### config.mk
export PLATFORM = sky130hd
export DESIGN_NAME = muldiv_ctrl
export DESIGN_NICKNAME = d
export VERILOG_FILES = /design/src/rtl/riscv_core_pkg.sv /design/src/rtl/muldiv_special_case.sv /design/src/rtl/muldiv_ctrl.sv
export SDC_FILE = /design/constraint.sdc
export NUM_CORES = 1
export LEC_CHECK = 0
export CORE_MARGIN = 1.5
export CORE_UTILIZATION = 43
export CTS_BUF_LIST = sky130_fd_sc_hd__clkbuf_4 sky130_fd_sc_hd__clkbuf_8 sky130_fd_sc_hd__clkbuf_16
export CTS_CLUSTER_SIZE = 16
export DETAILED_ROUTE_END_ITERATION = 7
export GPL_TIMING_DRIVEN = 0
export PLACE_DENSITY = 0.8
export SETUP_SLACK_MARGIN = 0.3
export SYNTH_ARGS = -nofsm -noshare
export SYNTH_HDL_FRONTEND = slang
export SYNTH_HIERARCHICAL = 1
export SYNTH_SLANG_ARGS = --single-unit
export TNS_END_PERCENT = 30
### constraint.sdc
create_clock -name clk_i -period 5.5 [get_ports clk_i]
set_clock_uncertainty 0.2 [all_clocks]
set_input_delay 1.375 -clock clk_i [delete_from_list [all_inputs] [get_ports clk_i]]
set_output_delay 1.375 -clock clk_i [all_outputs]
set_load 0.05 [all_outputs]
### src/rtl/riscv_core_pkg.sv
// Shared core package: M-extension encodings and sequencer state
// for the execute-stage multiply/divide controller.
package riscv_core_pkg;

    localparam int MULDIV_MAX_WAIT = 64;

    typedef enum logic [2:0] {
        OP_MUL    = 3'b000,
        OP_MULH   = 3'b001,
        OP_MULHSU = 3'b010,
        OP_MULHU  = 3'b011,
        OP_DIV    = 3'b100,
        OP_DIVU   = 3'b101,
        OP_REM    = 3'b110,
        OP_REMU   = 3'b111
    } muldiv_op_e;

    typedef enum logic [2:0] {
        MD_IDLE,
        MD_MUL_WAIT,
        MD_DIV_WAIT,
        MD_RESP,
        MD_DRAIN
    } muldiv_state_e;

endpackage

### src/rtl/muldiv_special_case.sv
// RISC-V divide corner cases that never need the divider:
// divide by zero and signed overflow (MIN_INT / -1).
module muldiv_special_case
    import riscv_core_pkg::*;
#(
    parameter int XLEN = 32
) (
    input  logic [2:0]      funct3_i,
    input  logic [XLEN-1:0] op_a_i,
    input  logic [XLEN-1:0] op_b_i,
    output logic            is_special_o,
    output logic [XLEN-1:0] special_result_o
);

    localparam logic [XLEN-1:0] MIN_INT = {1'b1, {(XLEN-1){1'b0}}};

    muldiv_op_e op;
    logic       is_div;
    logic       is_rem;
    logic       is_signed;
    logic       div_zero;
    logic       overflow;

    always_comb begin
        op               = muldiv_op_e'(funct3_i);
        is_div           = op inside {OP_DIV, OP_DIVU, OP_REM, OP_REMU};
        is_rem           = op inside {OP_REM, OP_REMU};
        is_signed        = op inside {OP_DIV, OP_REM};
        div_zero         = (op_b_i == '0);
        overflow         = is_signed && (op_a_i == MIN_INT) && (op_b_i == '1);
        is_special_o     = is_div && (div_zero || overflow);
        special_result_o = '0;
        if (div_zero) begin
            special_result_o = is_rem ? op_a_i : '1;
        end else if (overflow) begin
            special_result_o = is_rem ? '0 : MIN_INT;
        end
    end

endmodule

### src/rtl/muldiv_ctrl.sv
// Sequencer between execute and the multi-cycle mult/div units:
// launch, watchdog, registered response, flush and drain.
module muldiv_ctrl
    import riscv_core_pkg::*;
#(
    parameter int XLEN     = 32,
    parameter int MAX_WAIT = MULDIV_MAX_WAIT
) (
    input  logic            clk_i,
    input  logic            rst_i,
    input  logic            req_valid_i,
    output logic            req_ready_o,
    input  logic [2:0]      req_funct3_i,
    input  logic [XLEN-1:0] req_op_a_i,
    input  logic [XLEN-1:0] req_op_b_i,
    input  logic [4:0]      req_rd_i,
    input  logic            flush_i,
    output logic            mult_start_o,
    output logic            div_start_o,
    output logic [XLEN-1:0] unit_op_a_o,
    output logic [XLEN-1:0] unit_op_b_o,
    output logic [2:0]      unit_funct3_o,
    input  logic            mult_done_i,
    input  logic            div_done_i,
    input  logic [XLEN-1:0] mult_result_i,
    input  logic [XLEN-1:0] div_result_i,
    output logic            resp_valid_o,
    input  logic            resp_ready_i,
    output logic [XLEN-1:0] resp_result_o,
    output logic [4:0]      resp_rd_o,
    output logic            resp_err_o,
    output logic            busy_o
);

    localparam int CW = $clog2(MAX_WAIT + 1);

    muldiv_state_e   state_q, state_d;
    logic [CW-1:0]   cnt_q, cnt_d;
    logic [XLEN-1:0] op_a_q, op_a_d;
    logic [XLEN-1:0] op_b_q, op_b_d;
    logic [2:0]      funct3_q, funct3_d;
    logic [4:0]      rd_q, rd_d;
    logic [XLEN-1:0] result_q, result_d;
    logic            err_q, err_d;
    logic            resp_valid_q, resp_valid_d;
    logic            mult_start_q, mult_start_d;
    logic            div_start_q, div_start_d;

    logic            is_special;
    logic [XLEN-1:0] special_result;
    logic            accept;
    logic            awaited_done;
    logic [XLEN-1:0] awaited_result;
    logic            timeout;

    muldiv_special_case #(
        .XLEN(XLEN)
    ) u_special (
        .funct3_i        (req_funct3_i),
        .op_a_i          (req_op_a_i),
        .op_b_i          (req_op_b_i),
        .is_special_o    (is_special),
        .special_result_o(special_result)
    );

    assign req_ready_o = (state_q == MD_IDLE) && !flush_i && !rst_i;
    assign busy_o      = (state_q != MD_IDLE);
    assign accept      = req_valid_i && req_ready_o;

    // The captured funct3 selects the awaited unit in both WAIT and DRAIN.
    assign awaited_done   = funct3_q[2] ? div_done_i : mult_done_i;
    assign awaited_result = funct3_q[2] ? div_result_i : mult_result_i;
    assign timeout        = (cnt_q == CW'(MAX_WAIT));

    always_comb begin
        state_d      = state_q;
        cnt_d        = cnt_q;
        op_a_d       = op_a_q;
        op_b_d       = op_b_q;
        funct3_d     = funct3_q;
        rd_d         = rd_q;
        result_d     = result_q;
        err_d        = err_q;
        resp_valid_d = resp_valid_q;
        mult_start_d = 1'b0;
        div_start_d  = 1'b0;
        unique case (state_q)
            MD_IDLE: begin
                if (accept) begin
                    op_a_d   = req_op_a_i;
                    op_b_d   = req_op_b_i;
                    funct3_d = req_funct3_i;
                    rd_d     = req_rd_i;
                    cnt_d    = '0;
                    err_d    = 1'b0;
                    if (!req_funct3_i[2]) begin
                        mult_start_d = 1'b1;
                        state_d      = MD_MUL_WAIT;
                    end else if (is_special) begin
                        result_d     = special_result;
                        resp_valid_d = 1'b1;
                        state_d      = MD_RESP;
                    end else begin
                        div_start_d = 1'b1;
                        state_d     = MD_DIV_WAIT;
                    end
                end
            end
            MD_MUL_WAIT, MD_DIV_WAIT: begin
                cnt_d = cnt_q + CW'(1);
                if (flush_i) begin
                    cnt_d   = '0;
                    state_d = awaited_done ? MD_IDLE : MD_DRAIN;
                end else if (awaited_done) begin
                    result_d     = awaited_result;
                    err_d        = 1'b0;
                    resp_valid_d = 1'b1;
                    state_d      = MD_RESP;
                end else if (timeout) begin
                    result_d     = '0;
                    err_d        = 1'b1;
                    resp_valid_d = 1'b1;
                    state_d      = MD_RESP;
                end
            end
            MD_RESP: begin
                if (flush_i || resp_ready_i) begin
                    resp_valid_d = 1'b0;
                    err_d        = 1'b0;
                    state_d      = MD_IDLE;
                end
            end
            MD_DRAIN: begin
                cnt_d = cnt_q + CW'(1);
                if (awaited_done || timeout) begin
                    cnt_d   = '0;
                    state_d = MD_IDLE;
                end
            end
            default: state_d = MD_IDLE;
        endcase
    end

    always_ff @(posedge clk_i or posedge rst_i) begin
        if (rst_i) begin
            state_q      <= MD_IDLE;
            cnt_q        <= '0;
            op_a_q       <= '0;
            op_b_q       <= '0;
            funct3_q     <= '0;
            rd_q         <= '0;
            result_q     <= '0;
            err_q        <= 1'b0;
            resp_valid_q <= 1'b0;
            mult_start_q <= 1'b0;
            div_start_q  <= 1'b0;
        end else begin
            state_q      <= state_d;
            cnt_q        <= cnt_d;
            op_a_q       <= op_a_d;
            op_b_q       <= op_b_d;
            funct3_q     <= funct3_d;
            rd_q         <= rd_d;
            result_q     <= result_d;
            err_q        <= err_d;
            resp_valid_q <= resp_valid_d;
            mult_start_q <= mult_start_d;
            div_start_q  <= div_start_d;
        end
    end

    assign mult_start_o  = mult_start_q;
    assign div_start_o   = div_start_q;
    assign unit_op_a_o   = op_a_q;
    assign unit_op_b_o   = op_b_q;
    assign unit_funct3_o = funct3_q;
    assign resp_valid_o  = resp_valid_q;
    assign resp_result_o = result_q;
    assign resp_rd_o     = rd_q;
    assign resp_err_o    = err_q;

endmodule

Yosys cells after proc, flatten, opt, wreduce, memory -nomap -nowiden
Index checks and enable logic that the tools add are counted.
Storage, ports and cells
  bits in registers: 118
  output and inout port bits: 110
  logic and storage cells: 104
Operators by class
  add/sub/neg operators: 1
  eq/ne operators: 19
  multiplexer cells: 46
  reduce and logical (&&, ||, !) cells: 27
Operators with widths (number)
  2-to-1 mux 32 bit: 11
  == test 32 bit (second input constant): 2
  one-hot mux 32 bit (2 select lines): 1
  logical NOT 32 bit: 1
  2-to-1 mux 3 bit: 7
  2-to-1 mux 7 bit: 3
  one-hot mux 7 bit (3 select lines): 1
  2-to-1 mux 1 bit: 19
  == test 3 bit (second input constant): 5
  inequality test 2 bit (second input constant): 6
  one-hot mux 3 bit (4 select lines): 1
  nonzero test 3 bit: 3
  adder 7 x 1 -> 7 bit (second input constant): 1
  == test 7 bit (second input constant): 1
  AND reduction 7 bit: 1
  == test 3 x 2 -> 1 bit (second input constant): 2
  logical AND 1 bit: 6
  one-hot mux 1 bit (3 select lines): 2
  AND reduction 6 bit: 1
  nonzero test 2 bit: 3
  AND reduction 5 bit: 1
  inequality test 4 bit (second input constant): 1
  AND reduction 2 bit: 2
  AND reduction 4 bit: 1
  other kinds (8): 11

Longest topological paths before layout
Gate-level depths: netlist of run 1.
  depth after elaboration: 10
  mapped depth: 8
  depth with buffers taken out: 7

Cells and area by module
Netlist of run 1, hierarchy kept.
By module, submodules not included
  muldiv_ctrl: instances 1, cells each 439, area an instance 5509.0 um^2, sequential area each 2952.8 um^2
  muldiv_special_case: instances 1, cells each 78, area an instance 564.3 um^2, sequential area each 0.0 um^2

Least setup slack after synthesis of run 1
OpenSTA, ideal clock, no wires.
  path type: input port to output port
  from: input flush_i
  to: output req_ready_o
  data arrival time: 2.635 ns
  path slack: 1.290 ns
  cell stages on the path: 2
  cell sequence: clkbuf_2 > nor3_1
On the way
  longest elaborated chain between the ends: 3
Ends and longest elaborated chain
  start, declared: RTL line muldiv_ctrl.sv:17  | input logic flush_i,
  logical NOT 1 bit: RTL line muldiv_ctrl.sv:66  | assign req_ready_o = (state_q == MD_IDLE) && !flush_i && !rst_i;
  logical AND 1 bit (2 in a row): RTL line muldiv_ctrl.sv:66
  end, declared: RTL line muldiv_ctrl.sv:12  | output logic req_ready_o,
Every way passes these cells.

Worst setup path in the final report of run 1
Ends and elaborated chain as after synthesis.

==> summary.txt, run 1 <==
Synth
  – Most used flip-flop cell after synthesis: dfrtp_1
  – Mean instance size in the synthesized netlist: 11.7 um2
  – Distinct cells, synth: 56
  – Sequential share of the synthesized area: 48.6%
  – Synthesis-stage register bit count: 118
  – Yosys warning count: 6
  – Synth Net Count: 662
  – Instance count of the mapped netlist: 517
  – Async set-reset flop share out of synthesis: 100%
  – Number of enable flip-flop cells after synthesis: 0
  – Cell area after technology mapping: 6070 um2

Finish
  – Inserted Diodes: 0
  – Ratio of cells with drive above 1 in the final layout: 21.9%
  – Commonest cells after routing, fill and taps aside: clkdlybuf4s50_1, dfrtp_1, mux2_2
  – Final cell count without fillers: 982
  – Area growth syn-to-layout: 55.0%
  – Total of fill cells in the finished design: 1000
  – Total number of nets in the final design: 934
  – Most common cell after layout, fill and taps aside: clkdlybuf4s50_1

Pwr
  – IR drop worst, VDD: 431 uV
  – P_leak: 3.93 nW
  – Total power draw: 0.00646 W
  – Pwr per Cell Area: 686 nW/um2

Hold path
  – Hold Startpoint: unit_op_a_o[22]$_DFFE_PP0P_
  – Hold depth: 1
  – Kind of path behind the tightest hold check: register to register

Placement
  – Count of buffers from port buffering: 252
  – GP Congestion: 0.863
  – Post-placement cell count: 950
  – Detailed placement HPWL: 14.6 mm

GRT
  – Maximum number of pins on one net before global-route repair: 88
  – First-pass GRT wire length: 29.7 mm
  – Number of global-route vias before repair: 5703
  – Remaining global-route overflow: 0
  – Total GRT Usage: 26.6%
  – Initial antenna violation count: 0

Worst setup path
  – Arrival time reported for the critical path endpoint: 3090 ps
  – Critical Path Sink: req_ready_o
  – Reg-to-Reg Start: state_q[0]$_DFFE_PP0P_
  – Maximum fanout along the worst path: 10
  – Reg2Reg Depth: 8
  – Worst reg2reg endpoint: resp_valid_o$_DFFE_PP0P_
  – Critical Path Sink Type: output port
  – CP startpoint: flush_i
  – Type of element launching the critical path: primary input
  – Crit path required time: 3920 ps
  – Worst-case register-to-register setup slack: 3040 ps
  – Path type of the worst setup path: primary input to output port

STA
  – Tightest Pin Transition: 697 ps
  – Tcrit/Tclk final: 84.7%
  – Total setup violations reported at the end of the flow: 0
  – Endpoints failing hold: 0
  – Hold slack: 303 ps
  – Setup repair after global routing missed its margin: false
  – Max-slew violations: 0
  – FMAX: 0.215 GHz
  – Setup TNS: 0 ps
  – Worst slew margin relative to its limit: 53.1%
  – Post-layout minimum cycle time: 4660 ps

Die
  – Die span in x: 122 um
  – Core outline area: 13800 um2
  – Starting density of the core: 43.9%
  – DIE AREA: 14800 um2
  – Ports placed on the boundary: 253
  – Core Rows: 43
  – Die outline height: 122 um

Clock tree
  – Clock tree from TritonCTS: built
  – CTS max path bufs: 2
  – Count of hold buffers inserted by post-cts repair: 0
  – Clock Tree Root: clkbuf_16
  – Total number of clock tree sinks: 118
  – Depth of the CTS H-tree: 4
  – CTS Buf Count: 17
  – Post-CTS setup buffer count: 0
  – Clock latency of the later-clocked register in the worst-skew pair: 420 ps
  – Post-CTS clock slew at the launch and capture registers of the worst setup and hold paths: 50 ps
  – Total of cells resized after clock tree synthesis: 0

Drt
  – Count of nets left with antenna violations after detail routing: 0
  – Total wire length after detailed routing: 19.3 mm
  – Post-detailed-route via-to-cell ratio: 5.54
  – Routed via count: 5443
  – DR iter-0 viols: 271
  – Router iterations before antenna repair: 4
  – Final routed wire length divided by cell count: 19.6 um
  – DRC viols: 0

Run
  – Max Cap Violations: 0

Status
  – Outcome: complete, no violations
## critical path, cell delays in order
cell and delay [ps]:
clkdlybuf4s50_1 450, clkbuf_2 210, nor3_1 210, clkdlybuf4s50_1 840
## per-stage QoR
step           area (um2)  util, %  setup slack (ps)
6_report             9410     68.1               840
2_1_floorplan        6070        -               796
3_3_place_gp         8820     63.8              -945
5_1_grt              9410     68.1               769
3_5_place_dp         8850     64.0               612
4_1_cts              9410     68.1               834
## per-layer routing
layer / global-route usage, % / vias up / share of wire [%] / wire, um
met5: 0 / - / 0 / 0
met4: 7.57 / 0 / 1.5 / 289
met3: 7.91 / 31 / 6.7 / 1290
met2: 46.3 / 197 / 51 / 9820
met1: 31.7 / 2728 / 41 / 7890
li1: - / 2487 / - / -
## cells in the mapped netlist, drive strengths merged, types with 2 or more instances
cell type | count | area share [%]
dfrtp | 118 | 49
mux2 | 106 | 22
nor2 | 44 | 2.8
a21oi | 40 | 3.3
o21a | 33 | 4.1
a22oi | 32 | 4.0
clkbuf | 22 | 1.4
buf | 17 | 1.7
nor4 | 16 | 2.3
nand3 | 10 | 0.82
nand4 | 9 | 0.93
nand2 | 8 | 0.49
a31oi | 6 | 0.72
o21ai | 6 | 0.49
inv | 5 | 0.31
a22o | 3 | 0.43
nor2b | 3 | 0.31
xnor2 | 3 | 0.43
and3 | 2 | 0.25
ha | 2 | 0.41
nand3b | 2 | 0.25
nand4b | 2 | 0.39
nor3 | 2 | 0.16
o2bb2ai | 2 | 0.49
o31ai | 2 | 0.33
o41ai | 2 | 0.29
or4b | 2 | 0.33
## layout make-up
class | instances | area, um2 | share of cell area [%]
timing repair buffer | 253 | 2550 | 27.1
clock buffer | 17 | 425 | 4.52
clock inverter | 15 | 133 | 1.41
buffer | 39 | 186 | 1.98
tap | 180 | 225 | 2.39
multi-input combinational | 355 | 2920 | 31.0
inverter | 5 | 23.8 | 0.253
sequential | 118 | 2950 | 31.4
## logic make-up after synthesis
| family | count (synthesis) | share of synthesized area, % |
|---|---|---|
| adders and majority gates | 2 | 0.412 |
| AOI/OAI and AO/OA | 132 | 15.0 |
| buffers and inverters | 44 | 3.38 |
| xor gates and xnor gates | 3 | 0.433 |
| and+or+nand+nor | 112 | 10.7 |
| DFF | 118 | 48.6 |
| muxes | 106 | 21.5 |
## flip-flops by register name, indices dropped and copies added (netlist names)
| register | flops |
|---|---|
| cnt_q | 7 |
| resp_valid_o | 1 |
| unit_op_a_o | 32 |
| unit_op_b_o | 32 |
| resp_rd_o | 5 |
| resp_result_o | 32 |
| state_q | 3 |
| resp_err_o | 1 |
| unit_funct3_o | 3 |
| div_start_o | 1 |
| mult_start_o | 1 |
## how the worst min path moves through the flow
| stage | slack [ps] | end |
|---|---|---|
| after floorplan | 300 | cnt_q[0]$_DFFE_PP0P_ |
| after global placement | 290 | unit_op_b_o[1]$_DFFE_PP0P_ |
| after detailed placement | 290 | unit_op_a_o[24]$_DFFE_PP0P_ |
| after CTS | 310 | unit_op_a_o[4]$_DFFE_PP0P_ |
| after global routing | 320 | unit_op_a_o[8]$_DFFE_PP0P_ |
| final | 300 | unit_op_a_o[22]$_DFFE_PP0P_ |
## report_power, final
| group | internal [W] | total, W | leakage, nW | switching, W |
|---|---|---|---|---|
| Combinational | 0.00154 | 0.00391 | 2.20 | 0.00237 |
| Clock | 0.000620 | 0.00104 | 0.265 | 0.000422 |
| Sequential | 0.00127 | 0.00151 | 1.46 | 0.000238 |
| Total | 0.00343 | 0.00646 | 3.93 | 0.00303 |
(Power assumes the default switching activity.)
==> run 2: changes to the inputs <==
--- a/config.mk
+++ b/config.mk
@@ -6,12 +6,12 @@
 export NUM_CORES = 1
 export LEC_CHECK = 0
 export CORE_MARGIN = 1.5
-export CORE_UTILIZATION = 43
+export CORE_UTILIZATION = 39
 export CTS_BUF_LIST = sky130_fd_sc_hd__clkbuf_4 sky130_fd_sc_hd__clkbuf_8 sky130_fd_sc_hd__clkbuf_16
 export CTS_CLUSTER_SIZE = 16
 export DETAILED_ROUTE_END_ITERATION = 7
 export GPL_TIMING_DRIVEN = 0
-export PLACE_DENSITY = 0.8
+export PLACE_DENSITY = 0.76
 export SETUP_SLACK_MARGIN = 0.3
 export SYNTH_ARGS = -nofsm -noshare
 export SYNTH_HDL_FRONTEND = slang
==> constraint.sdc (replaced) <==
create_clock -name clk_i -period 4.2 [get_ports clk_i]
set_clock_uncertainty 0.2 [all_clocks]
set_input_delay 1.05 -clock clk_i [delete_from_list [all_inputs] [get_ports clk_i]]
set_output_delay 1.05 -clock clk_i [all_outputs]
set_load 0.05 [all_outputs]
==> summary.txt, run 2 (synthesis gave the netlist of run 1 again) <==
Clock tree
  – Total number of clock tree sinks: 118
  – CTS max path bufs: 2
  – Post-CTS setup buffer count: 0
  – Post-CTS clock slew at the launch and capture registers of the worst setup and hold paths: 50 ps
  – Depth of the CTS H-tree: 4
  – Clock latency of the later-clocked register in the worst-skew pair: 410 ps
  – CTS Buf Count: 17
  – Clock Tree Root: clkbuf_16
  – Clock tree from TritonCTS: built
  – Count of hold buffers inserted by post-cts repair: 0

Pwr
  – IR drop worst, VDD: 527 uV
  – Pwr per Cell Area: 901 nW/um2
  – P_leak: 3.98 nW

Finish
  – Inserted Diodes: 0
  – Final design instance area without fill: 9550 um2
  – Commonest cells after routing, fill and taps aside: clkdlybuf4s50_1, dfrtp_1, mux2_2
  – Area growth syn-to-layout: 57.3%
  – Register area: 2950 um2
  – Most common cell after layout, fill and taps aside: clkdlybuf4s50_1
  – Ratio of cells with drive above 1 in the final layout: 22.4%
  – Total number of nets in the final design: 936
  – Total of fill cells in the finished design: 1176
  – Area taken by multi-input logic gates: 2970 um2

STA
  – FMAX: 0.263 GHz
  – Setup repair after global routing missed its margin: false
  – Tcrit/Tclk final: 90.5%
  – Post-layout minimum cycle time: 3800 ps
  – Total setup violations reported at the end of the flow: 0
  – Worst slew margin relative to its limit: 61.3%
  – Endpoints failing hold: 0
  – Max-slew violations: 0
  – Tightest Pin Transition: 581 ps
  – Crit path setup slack, layout: 399 ps

GRT
  – First-pass GRT wire length: 30.2 mm
  – Total GRT Usage: 24.2%
  – Maximum number of pins on one net before global-route repair: 45
  – Remaining global-route overflow: 0
  – Number of global-route vias before repair: 5514
  – Initial antenna violation count: 0

Worst setup path
  – Crit path required time: 4290 ps
  – Arrival time reported for the critical path endpoint: 3890 ps
  – Path type of the worst setup path: primary input to register
  – List of cells traversed by the critical path: clkdlybuf4s50_1 -> nor4_4 -> nand3_1 -> or4_4 -> o2bb2ai_2 -> a41o_1 -> nand4b_4 -> buf_6 -> mux2_4
  – Critical-path cell with the highest stage delay: or4_4
  – Maximum fanout along the worst path: 10
  – Type of element launching the critical path: primary input
  – Maximum cell stage delay along the critical path: 580 ps
  – Critical Path Sink Type: register
  – Cell family contributing the most delay on the critical path: simple AND/OR/NAND/NOR gates
  – Bufs and invs on worst path: 2

Die
  – Core outline area: 15200 um2
  – Die outline height: 128 um
  – Starting density of the core: 40.0%
  – Die span in x: 128 um
  – Core Rows: 45
  – Ports placed on the boundary: 253
  – DIE AREA: 16300 um2

Drt
  – Top layer used by detailed routing: met4
  – DRC viols: 0
  – Detailed-routed wire length on met3: 1.16 mm
  – Router iterations before antenna repair: 4
  – Final routed wire length divided by cell count: 20.0 um
  – Routed via count: 5407
  – Amount of wire on met2 after detailed routing: 9.85 mm
  – Post-detailed-route via-to-cell ratio: 5.45
  – DR iter-0 viols: 290
  – Count of nets left with antenna violations after detail routing: 0
  – Wl on met1: 8.46 mm
  – Total wire length after detailed routing: 19.8 mm

Hold path
  – Kind of path behind the tightest hold check: register to register

Run
  – Max Cap Violations: 0

Placement
  – Count of buffers from port buffering: 252
  – Post-place instance area: 8890 um2
  – Post-place setup slack: -369 ps
  – Detailed placement HPWL: 15.1 mm
  – GP Congestion: 0.866

Status
  – Outcome: complete, no violations
## run 2: cell types whose count changed in the layout (fill, tap and decap cells not counted), moves of 3 or more
cell	delta
nor4_4	+3
buf_12	+3
clkinv_4	-5
clkbuf_8	+5
## run 2: routing by layer
layer	track usage (%)	vias up
met3	5.76	23
met2	41.0	195
li1	-	2486
met4	7.40	0
met5	0	-
met1	30.6	2703
## run 2: cell type report
class,instances,share of cell area [%]
repair buffers,255,27.0
clock buffers,24,5.33
clock inverters,8,0.996
plain buffers,39,1.95
multi-input cells,355,31.1
inverters,5,0.236
flip-flops and latches,118,30.9
well taps,188,2.46
## run 2: worst reg2reg max path, cell delays in order (launching register included)
cell	delay, ps
dfrtp_1	450
nor4_4	350
a31oi_2	190
o21ai_0	340
nand4b_4	250
buf_6	240
mux2_4	310
## run 2: path summary, 6_finish.rpt
kind                            cells after the start                             to                        from  slack [ps]
worst max-delay path                                9  resp_result_o[17]$_DFFE_PP0P_               req_op_a_i[2]         400
min in group asynchronous                           2   unit_funct3_o[2]$_DFFE_PP0P_                       rst_i         880
worst min register to register                      1     unit_op_b_o[8]$_DFFE_PP0P_  unit_op_b_o[8]$_DFFE_PP0P_         300
worst min-delay path                                1     unit_op_b_o[8]$_DFFE_PP0P_  unit_op_b_o[8]$_DFFE_PP0P_         300
max in group asynchronous                           4  resp_result_o[17]$_DFFE_PP0P_                       rst_i        2180
worst max register to register                      6  resp_result_o[17]$_DFFE_PP0P_        cnt_q[2]$_DFFE_PP0P_        1740
## run 2: where the power goes
part	switching [W]	internal [W]
clock	0.000510	0.000960
combinational	0.00313	0.00203
sequential	0.000310	0.00166
## run 2: through the flow
stage | TNS [ps] | std cells | hold WS [ps] | util, % | power, W
3_3_place_gp | -11400 | 957 | 287 | 58.1 | 0.00700
4_1_cts | 0 | 992 | 304 | 62.8 | 0.00864
6_report | 0 | 992 | 302 | 62.8 | 0.00861
3_5_place_dp | -11060 | 960 | 292 | 58.5 | 0.00712
5_1_grt | 0 | 992 | 311 | 62.8 | 0.00899
2_1_floorplan | 0 | 517 | 297 | - | 0.00545
## run 2: timing repair
| action | CTS | global route |
|---|---|---|
| gates resized for setup | 8 | 1 |
| hold endpoints to repair | 0 | 0 |
| endpoints found under the setup margin | 33 | 1 |
| cloned | 0 | 0 |
==> run 3: changes to the inputs <==
--- a/config.mk
+++ b/config.mk
@@ -5,7 +5,7 @@
 export SDC_FILE = /design/constraint.sdc
 export NUM_CORES = 1
 export LEC_CHECK = 0
-export CORE_MARGIN = 1.5
+export CORE_MARGIN = 10
 export CORE_UTILIZATION = 39
 export CTS_BUF_LIST = sky130_fd_sc_hd__clkbuf_4 sky130_fd_sc_hd__clkbuf_8 sky130_fd_sc_hd__clkbuf_16
 export CTS_CLUSTER_SIZE = 16
==> summary.txt, run 3 (synthesis gave the netlist of run 1 again) <==
Status
  – Outcome: complete, no violations

Clock tree
  – Clock tree from TritonCTS: built
  – CTS max path bufs: 2
  – Post-CTS clock slew at the launch and capture registers of the worst setup and hold paths: 50 ps
  – Count of hold buffers inserted by post-cts repair: 0
  – Clock latency of the later-clocked register in the worst-skew pair: 400 ps
  – CTS Buf Count: 17
  – Total number of clock tree sinks: 118
  – Depth of the CTS H-tree: 4
  – Clock Tree Root: clkbuf_16

STA
  – Post-layout minimum cycle time: 3840 ps
  – Endpoints failing hold: 0
  – Tightest Pin Transition: 625 ps
  – Tcrit/Tclk final: 91.3%
  – Total setup violations reported at the end of the flow: 0
  – FMAX: 0.261 GHz
  – Max-slew violations: 0
  – Worst slew margin relative to its limit: 58.4%
  – Setup repair after global routing missed its margin: false

Worst setup path
  – Maximum fanout along the worst path: 10
  – Path type of the worst setup path: primary input to register
  – CP startpoint: req_op_a_i[13]
  – Critical Path Sink Type: register
  – Type of element launching the critical path: primary input
  – Crit path required time: 4290 ps
  – Arrival time reported for the critical path endpoint: 3920 ps
  – Reg-to-Reg Start: state_q[0]$_DFFE_PP0P_

Pwr
  – IR drop worst, VDD: 518 uV
  – P_leak: 4.02 nW
  – Total power draw: 0.00872 W
  – Pwr per Cell Area: 907 nW/um2

Finish
  – Inserted Diodes: 0
  – Share of the core filled with cells: 63.0%
  – Ratio of cells with drive above 1 in the final layout: 22.5%
  – Commonest cells after routing, fill and taps aside: clkdlybuf4s50_1, dfrtp_1, mux2_2
  – Most common cell after layout, fill and taps aside: clkdlybuf4s50_1
  – Total of fill cells in the finished design: 1226
  – Register area: 2950 um2
  – Area taken by multi-input logic gates: 2950 um2
  – Total number of nets in the final design: 940
  – Area growth syn-to-layout: 58.4%

Drt
  – Amount of wire on met2 after detailed routing: 11.0 mm
  – Routed via count: 5431
  – DRC viols: 0
  – Wl on met1: 8.90 mm
  – Router iterations before antenna repair: 4
  – Total wire length after detailed routing: 22.0 mm
  – Top layer used by detailed routing: met4
  – Detailed-routed wire length on met3: 1.71 mm
  – Final routed wire length divided by cell count: 21.7 um
  – Count of nets left with antenna violations after detail routing: 0
  – DR iter-0 viols: 248
  – Post-detailed-route via-to-cell ratio: 5.35

Die
  – Die span in x: 145 um
  – Ports placed on the boundary: 253
  – Starting density of the core: 39.8%
  – Core outline area: 15300 um2
  – Core Rows: 45
  – Die outline height: 145 um
  – DIE AREA: 21000 um2

Hold path
  – Kind of path behind the tightest hold check: register to register
  – Hold Startpoint: unit_op_b_o[6]$_DFFE_PP0P_

Placement
  – Detailed placement HPWL: 17.4 mm
  – GP Congestion: 0.887
  – Count of buffers from port buffering: 252

GRT
  – Remaining global-route overflow: 0
  – Total GRT Usage: 20.6%
  – First-pass GRT wire length: 33.2 mm
  – Number of global-route vias before repair: 5874
  – Maximum number of pins on one net before global-route repair: 43
  – Initial antenna violation count: 0

Run
  – Max Cap Violations: 0
==> run 3: critical path: stages <==
cell and delay [ps]:
clkdlybuf4s50_1 500, nor4_2 450, nand4_1 140, or4_4 550
o2bb2ai_2 210, a41o_1 260, nand4b_4 120, buf_12 180
buf_12 150, mux2_4 290
==> run 3: final timing paths <==
| path | cells past startpoint | slack, ps | end |
|---|---|---|---|
| worst max-delay path | 10 | 360 | resp_result_o[16]$_DFFE_PP0P_ |
| worst min-delay path | 1 | 300 | unit_op_b_o[6]$_DFFE_PP0P_ |
| worst max register to register | 8 | 1700 | resp_valid_o$_DFFE_PP0P_ |
| worst min register to register | 1 | 300 | unit_op_b_o[6]$_DFFE_PP0P_ |
| max in group asynchronous | 4 | 2230 | resp_result_o[15]$_DFFE_PP0P_ |
| min in group asynchronous | 2 | 850 | unit_op_b_o[20]$_DFFE_PP0P_ |
==> run 3: what timing repair did <==
| item | CTS | global route |
|---|---|---|
| pin swaps | 0 | 2 |
| setup endpoints to repair | 33 | 30 |
| gates cloned | 0 | 1 |
| setup buffers | 0 | 3 |
| resized for setup | 5 | 6 |
==> run 3: cell type report <==
class                      count  area share (%)
buffer                        39            2.16
clock buffer                  26            5.58
clock inverter                 3           0.416
inverter                       5           0.234
multi-input combinational    355            30.7
sequential                   118            30.7
tap                          211            2.74
timing repair buffer         259            27.5
==> run 3: stage by stage <==
| step | hold WS (ps) | worst slack (ps) | instances | instance area [um2] | setup TNS [ps] |
|---|---|---|---|---|---|
| 2_1_floorplan | 297 | 623 | 517 | 6080 | 0 |
| 3_3_place_gp | 286 | -452 | 980 | 8860 | -13900 |
| 3_5_place_dp | 291 | -454 | 983 | 8920 | -13730 |
| 4_1_cts | 303 | 338 | 1012 | 9530 | 0 |
| 5_1_grt | 314 | 299 | 1016 | 9620 | 0 |
| 6_report | 303 | 364 | 1016 | 9620 | 0 |
==> run 3: report_power, final <==
group / internal [W] / total (W) / switching (W) / leakage (nW)
Sequential: 0.00166 / 0.00197 / 0.000309 / 1.46
Clock: 0.000925 / 0.00141 / 0.000486 / 0.291
Combinational: 0.00214 / 0.00534 / 0.00320 / 2.26
Total: 0.00473 / 0.00872 / 0.00399 / 4.02
==> run 3: routing by layer <==
layer	global-route usage (%)	vias to the layer above
met5	0	-
met4	6.91	0
met3	6.10	33
met2	34.9	192
met1	24.3	2722
li1	-	2484
